===== src/rtl/int_stim_gen.sv =====
// int_stim_gen: multi-channel interrupt stimulus generator.
// Fires on PC match, clears on ack write, optional re-arm gap and timeout.
module int_stim_gen #(
  parameter int                 N_CH      = 1,
  parameter logic [N_CH*32-1:0] TARGETS   = 32'h00003010,
  parameter logic [31:0]        ACK_BASE  = 32'h00007f20,
  parameter int                 MAX_FIRES = 1,
  parameter int                 REARM_GAP = 0,
  parameter int                 TIMEOUT   = 0
) (
  input  logic            clk,
  input  logic            reset,
  input  logic            enable,
  input  logic [31:0]     macroscopic_pc,
  input  logic [31:0]     m_int_addr,
  input  logic [3:0]      m_int_byteen,
  output logic [N_CH-1:0] interrupt,
  output logic            interrupt_any,
  output logic [15:0]     fire_total,
  output logic [N_CH-1:0] timeout_err
);

  typedef enum logic [1:0] {
    S_IDLE,
    S_ASSERT,
    S_POST,
    S_DONE
  } state_t;

  logic [N_CH-1:0] fire_v;
  logic [N_CH-1:0] int_nxt;

  for (genvar ch = 0; ch < N_CH; ch++) begin : g_ch
    localparam logic [31:0] TGT = TARGETS[32*ch +: 32];
    localparam logic [31:0] ACK_ADDR = ACK_BASE + 32'(4 * ch);

    state_t      state;
    logic        armed;
    logic [31:0] fires;
    logic [31:0] timer;
    logic [31:0] gap;
    logic        int_q;
    logic        terr_q;
    logic        hit;
    logic        ack;
    logic        fire;
    logic        tmo;
    logic        clr;
    logic        last;

    always_comb begin
      hit  = (macroscopic_pc & ~32'd3) == TGT;
      ack  = (|m_int_byteen)
          && ((m_int_addr & ~32'd3) == ACK_ADDR);
      fire = (state == S_IDLE) && enable && hit && armed
          && (MAX_FIRES == 0 || fires < 32'(MAX_FIRES));
      // ack wins over a timeout landing on the same edge
      tmo  = (state == S_ASSERT) && !ack && (TIMEOUT != 0)
          && (timer == 32'(TIMEOUT - 1));
      clr  = (state == S_ASSERT) && (ack || tmo);
      last = (MAX_FIRES != 0) && (fires == 32'(MAX_FIRES));
    end

    assign fire_v[ch]      = fire;
    assign int_nxt[ch]     = fire | (int_q & ~clr);
    assign interrupt[ch]   = int_q;
    assign timeout_err[ch] = terr_q;

    always_ff @(posedge clk) begin
      if (reset) begin
        state  <= S_IDLE;
        armed  <= 1'b1;
        fires  <= '0;
        timer  <= '0;
        gap    <= '0;
        int_q  <= 1'b0;
        terr_q <= 1'b0;
      end else begin
        // armed blocks re-firing while the PC stalls on target
        if (fire) armed <= 1'b0;
        else if (!hit) armed <= 1'b1;

        unique case (state)
          S_IDLE: begin
            if (fire) begin
              state <= S_ASSERT;
              int_q <= 1'b1;
              fires <= fires + 32'd1;
              timer <= '0;
            end
          end
          S_ASSERT: begin
            if (clr) begin
              int_q <= 1'b0;
              gap   <= '0;
              if (tmo) terr_q <= 1'b1;
              if (REARM_GAP == 0)
                state <= last ? S_DONE : S_IDLE;
              else
                state <= S_POST;
            end else begin
              timer <= timer + 32'd1;
            end
          end
          S_POST: begin
            if (gap == 32'(REARM_GAP - 1))
              state <= last ? S_DONE : S_IDLE;
            else
              gap <= gap + 32'd1;
          end
          S_DONE: begin
            state <= S_DONE;
          end
          default: state <= S_IDLE;
        endcase
      end
    end
  end

  logic [3:0]  n_fire;
  logic [16:0] sum;

  always_comb begin
    n_fire = '0;
    for (int i = 0; i < N_CH; i++)
      n_fire = n_fire + 4'(fire_v[i]);
    sum = {1'b0, fire_total} + 17'(n_fire);
  end

  always_ff @(posedge clk) begin
    if (reset) begin
      interrupt_any <= 1'b0;
      fire_total    <= '0;
    end else begin
      interrupt_any <= |int_nxt;
      fire_total    <= sum[16] ? 16'hFFFF : sum[15:0];
    end
  end

endmodule


===== config.mk =====
export PLATFORM = sky130hd
export DESIGN_NAME = int_stim_gen
export DESIGN_NICKNAME = d
export VERILOG_FILES = /design/src/rtl/int_stim_gen.sv
export SDC_FILE = /design/constraint.sdc
export NUM_CORES = 1
export LEC_CHECK = 0
export BUFFER_PORTS_ARGS = -buffer_cell sky130_fd_sc_hd__clkbuf_2
export CAP_MARGIN = 20
export CORE_UTILIZATION = 40
export DETAILED_ROUTE_END_ITERATION = 10
export SYNTH_ARGS = -nofsm -noshare
export SYNTH_HDL_FRONTEND = slang
export SYNTH_SLANG_ARGS = --single-unit

===== constraint.sdc =====
create_clock -name clk -period 2.8 [get_ports clk]
set_input_delay 0.42 -clock clk [delete_from_list [all_inputs] [get_ports clk]]
set_output_delay 0.42 -clock clk [all_outputs]
set_load 0.05 [all_outputs]

==> summary.md <==
| Metric | Value |
|---|---|
| Req. time, crit path | between 3000 and 4000 ps |
| R2R setup slack | ~240 ps |
| Port bufs | 84 |
| FMAX | ~0.4 GHz |
| Clock Skew | approximately 12 ps |
| Largest net degree at the start of global routing | 34 |
| Min cycle time layout | ~2600 ps |
| Status | finished clean |
| Synthesis-stage register bit count | 85 |
| Clk Latency, worst-skew pair | about 370 ps |
| Initial DRC Count | 65 |
| Top-area cell type share of the netlist area | 44.9% |
| Cells on Worst Hold Path | 5 |
| Clock share of power | about 42% |
| Postcts setup bufs | 0 |
| Ys async rst share | 0% |
| GRT Total Usage | 17.5% |
| CP endpoint kind | flop |
| Post-CTS Resized | 0 |
| Number of flops mapped to enable cells by yosys | 0 |
| Leakage power | 0.00183 uW |
| DP HPWL | between 5000 and 6000 um |
| Max cap viols | 0 |
| WL per Instance | 12.7 um |
| Area Overhead vs Synth | 22.0% |
| Worst-path cell chain | nor4_1, nand4_1, nor3_2, nand2_1, inv_1, ha_1, and2_0, and4_1, and4_1, and3b_1, nor3_1 |
| Reg-to-Reg Start | g_ch[0].fires[6]$_SDFFE_PP0P_ |
| Synth Flop Type | dfxtp_1 |
| Synth cell types | between 50 and 60 |
| Detailed-route via count | ~3300 |
| Antenna Violating Nets Remaining | 0 |
| Hold crit path type | in -> reg |
| Min-delay src | macroscopic_pc[24] |
| Final Hold Viols | 0 |
| Clock buffer depth | 2 |
| R2r endpoint | fire_total[14]$_SDFF_PP0_ |
| Layout cell share with drive strength beyond 1 | approximately a quarter |
| Seq pwr share | a little over half |
| Mean post-synth cell area | approximately 9 um2 |
| Fin Hold WS | 456 ps |
| Worst Hold Path EP | g_ch[0].armed$_SDFFE_PP1P_ |
| Diodes inserted | 0 |
| Vias in the first global route | between 3000 and 4000 |
| Net Sw Frac | roughly 23% |
| Hold buffers post-CTS | 0 |
| Die Wd | just under 100 um |
| Synth Instances | 420 |
| Final Util | 50.2% |
| Final Instance Area | approximately 0.0046 mm2 |
| Num rows | 35 |
| First-pass GRT wire length | roughly 14000 um |
| CP Data Arrival Time | approximately 2800 ps |
| # DRC | 0 |
| Slew Limit Fails | 0 |
| Crit-path max cell delay | about 320 ps |
| Fin crit share | 91.6% |
| DR vias/cell | between 5 and 6 |
| Initial antenna violation count | 0 |
| Final setup TNS | 0 ps |
| H-tree level count | 3 |
| Final setup violation count | 0 |
| P_int | 1790 uW |
| Synthesis warning total | 0 |
| Worst Setup Path Type | reg -> reg |
| Die ar. | between 0.009 and 0.01 mm2 |
| Core area | roughly 0.0092 mm2 |
| Cts bufs inserted | 9 |
| Initial core utilization | roughly two fifths |
| Placed Area | 0.00439 mm2 |
| Startpoint types | flop |
| Congestion Overflow GR | 0 |
| Reg2reg path depth | 11 |
| Routed WL | approximately 8000 um |
| GP Congestion | 0.764 |
| Synth area leader | dfxtp_1 |
| Top post-synthesis cells by area | dfxtp_1 (45%), nor2b_1 (5.0%), a21oi_1 (4.1%), nor2_1 (3.6%), nand4_1 (3.5%) |
| Gate power share | 5.6% |
| Worst slack, placed | 87.4 ps |
| Post-Synthesis Cell Area | approximately 0.0038 mm2 |
| Final WS setup | about 240 ps |
| CTS root buffer | clkbuf_8 |
| DR pass1 iterations | 4 |
| Net load switching power | roughly 540 uW |
| Die Span Y | between 90 and 100 um |
| Nets | just under 600 |
| Worst path top cell family by delay | simple AND/OR/NAND/NOR gates |
| Most frequent CP cell | and4_1 |
| Max IR drop VDD | 0.351 mV |
| CP bufs+invs | 1 |
| Sequential area share after synthesis | approximately 45% |
| CTS clock-pin slew for the worst setup and hold paths | roughly 90 ps |
| CTS tree | built |
| Worst Path Max Fanout | 3 |
| Num ports | 90 |
| Slowest cell on the critical path | dfxtp_1 |
| Sink Count | 85 |
| Syn nets | 501 |
| Power Density | about 500 mW/mm2 |
-- worst max-delay path by stage --
stage / startpoint / to / depth (start not counted)
2_1_floorplan: g_ch[0].fires[31]$_SDFFE_PP0P_ / fire_total[14]$_SDFF_PP0_ / 11
3_3_place_gp: m_int_addr[26] / g_ch[0].gap[31]$_SDFFE_PP0P_ / 7
3_5_place_dp: m_int_addr[26] / g_ch[0].gap[31]$_SDFFE_PP0P_ / 7
4_1_cts: g_ch[0].fires[19]$_SDFFE_PP0P_ / fire_total[14]$_SDFF_PP0_ / 11
5_1_grt: g_ch[0].fires[27]$_SDFFE_PP0P_ / fire_total[14]$_SDFF_PP0_ / 11
6_report: g_ch[0].fires[6]$_SDFFE_PP0P_ / fire_total[14]$_SDFF_PP0_ / 11
-- layer usage --
metal | global-route usage, % | vias to the layer above | share of wire (%)
met2 | 28.9 | 32 | 47
met3 | 5.41 | 10 | 3.5
met5 | 0 | - | 0
li1 | - | 1704 | -
met4 | 6.45 | 0 | 1.5
met1 | 21.3 | 1508 | 48
-- layout by cell type (no fill, tap or decap), drive strengths merged, types with 2 or more instances in the layout --
| master | count |
|---|---|
| clkbuf | 93 |
| dfxtp | 85 |
| nor2 | 36 |
| a21oi | 31 |
| nor2b | 30 |
| nand4 | 23 |
| nor4 | 18 |
| inv | 18 |
| nand2 | 15 |
| nand3 | 15 |
| xor2 | 13 |
| o21ai | 13 |
| buf | 12 |
| or3 | 11 |
| xnor2 | 10 |
| and4 | 10 |
| ha | 10 |
| or4 | 9 |
| and3 | 8 |
| nor3 | 8 |
| and2 | 6 |
| o21a | 5 |
| or2 | 4 |
| nor4b | 3 |
| o31ai | 3 |
| nor4bb | 2 |
| nand4b | 2 |
| a41oi | 2 |
| a31o | 2 |
| o21ba | 2 |
| bufinv | 2 |
| clkinv | 2 |
-- final cells by class --
cell class,instances,area [um2]
clock buffer,9,124
clock inverter,7,103
fill,884,4580
inverter,15,56.3
multi-input combinational,306,1970
sequential,85,1700
tap,111,139
timing repair buffer,96,523
-- flip-flops by register name, summed over array words and instances (netlist names) --
| signal | flops |
|---|---|
| g_ch.gap | 32 |
| g_ch.state | 2 |
| fire_total | 16 |
| interrupt_any | 1 |
| g_ch.fires | 32 |
| interrupt | 1 |
| g_ch.armed | 1 |
-- cell usage after synthesis, drive strengths merged, types with 2 or more instances --
cell type	count
ha	10
o21ai	13
o31ai	3
a31o	2
or4	9
nor4	18
a41oi	2
dfxtp	85
o21a	5
xor2	13
or3	11
and2	6
xnor2	10
clkbuf	11
nand3	15
o21ba	2
nand4	23
nand2	15
inv	15
nor3	8
nand4b	2
and4	10
a21oi	31
nor4bb	2
buf	3
nor2b	30
nor4b	3
nor2	36
or2	4
and3	8
-- power groups by stage --
| stage | logic [uW] | clock network [uW] | registers, uW |
|---|---|---|---|
| after global routing | 144 | 1060 | 1220 |
| after detailed placement | 131 | 0 | 1240 |
| after floorplan | 58.5 | 0 | 1250 |
| after CTS | 132 | 1020 | 1220 |
| final | 131 | 977 | 1220 |
| after global placement | 130 | 0 | 1240 |
-- worst register-to-register path, stage by stage, from the launching register on --
cell and delay (ps):
dfxtp_1 320, nor4_1 310, nand4_1 220, nor3_2 250
nand2_1 140, inv_1 110, ha_1 200, and2_0 200
and4_1 220, and4_1 240, and3b_1 170, nor3_1 40
-- per-stage QoR --
step	cells	total power (uW)
3_5_place_dp	613	1380
3_3_place_gp	613	1370
2_1_floorplan	420	1310
6_report	629	2320
4_1_cts	629	2360
5_1_grt	629	2420
-- logic make-up (layout without fill, tap and decap cells) --
kind of cell / Yosys count / after routing / synth area share, %
muxes: 1 / 1 / 0.264
AOI/OAI and AO/OA: 66 / 66 / 10.5
DFF: 85 / 85 / 44.9
and+or+nand+nor: 205 / 205 / 32.4
other: 1 / 1 / 0.0990
adders and majority gates: 10 / 10 / 3.30
buffers and inverters: 29 / 127 / 3.20
xor gates and xnor gates: 23 / 23 / 5.32
Note: power is estimated with default switching activity, not from simulation.
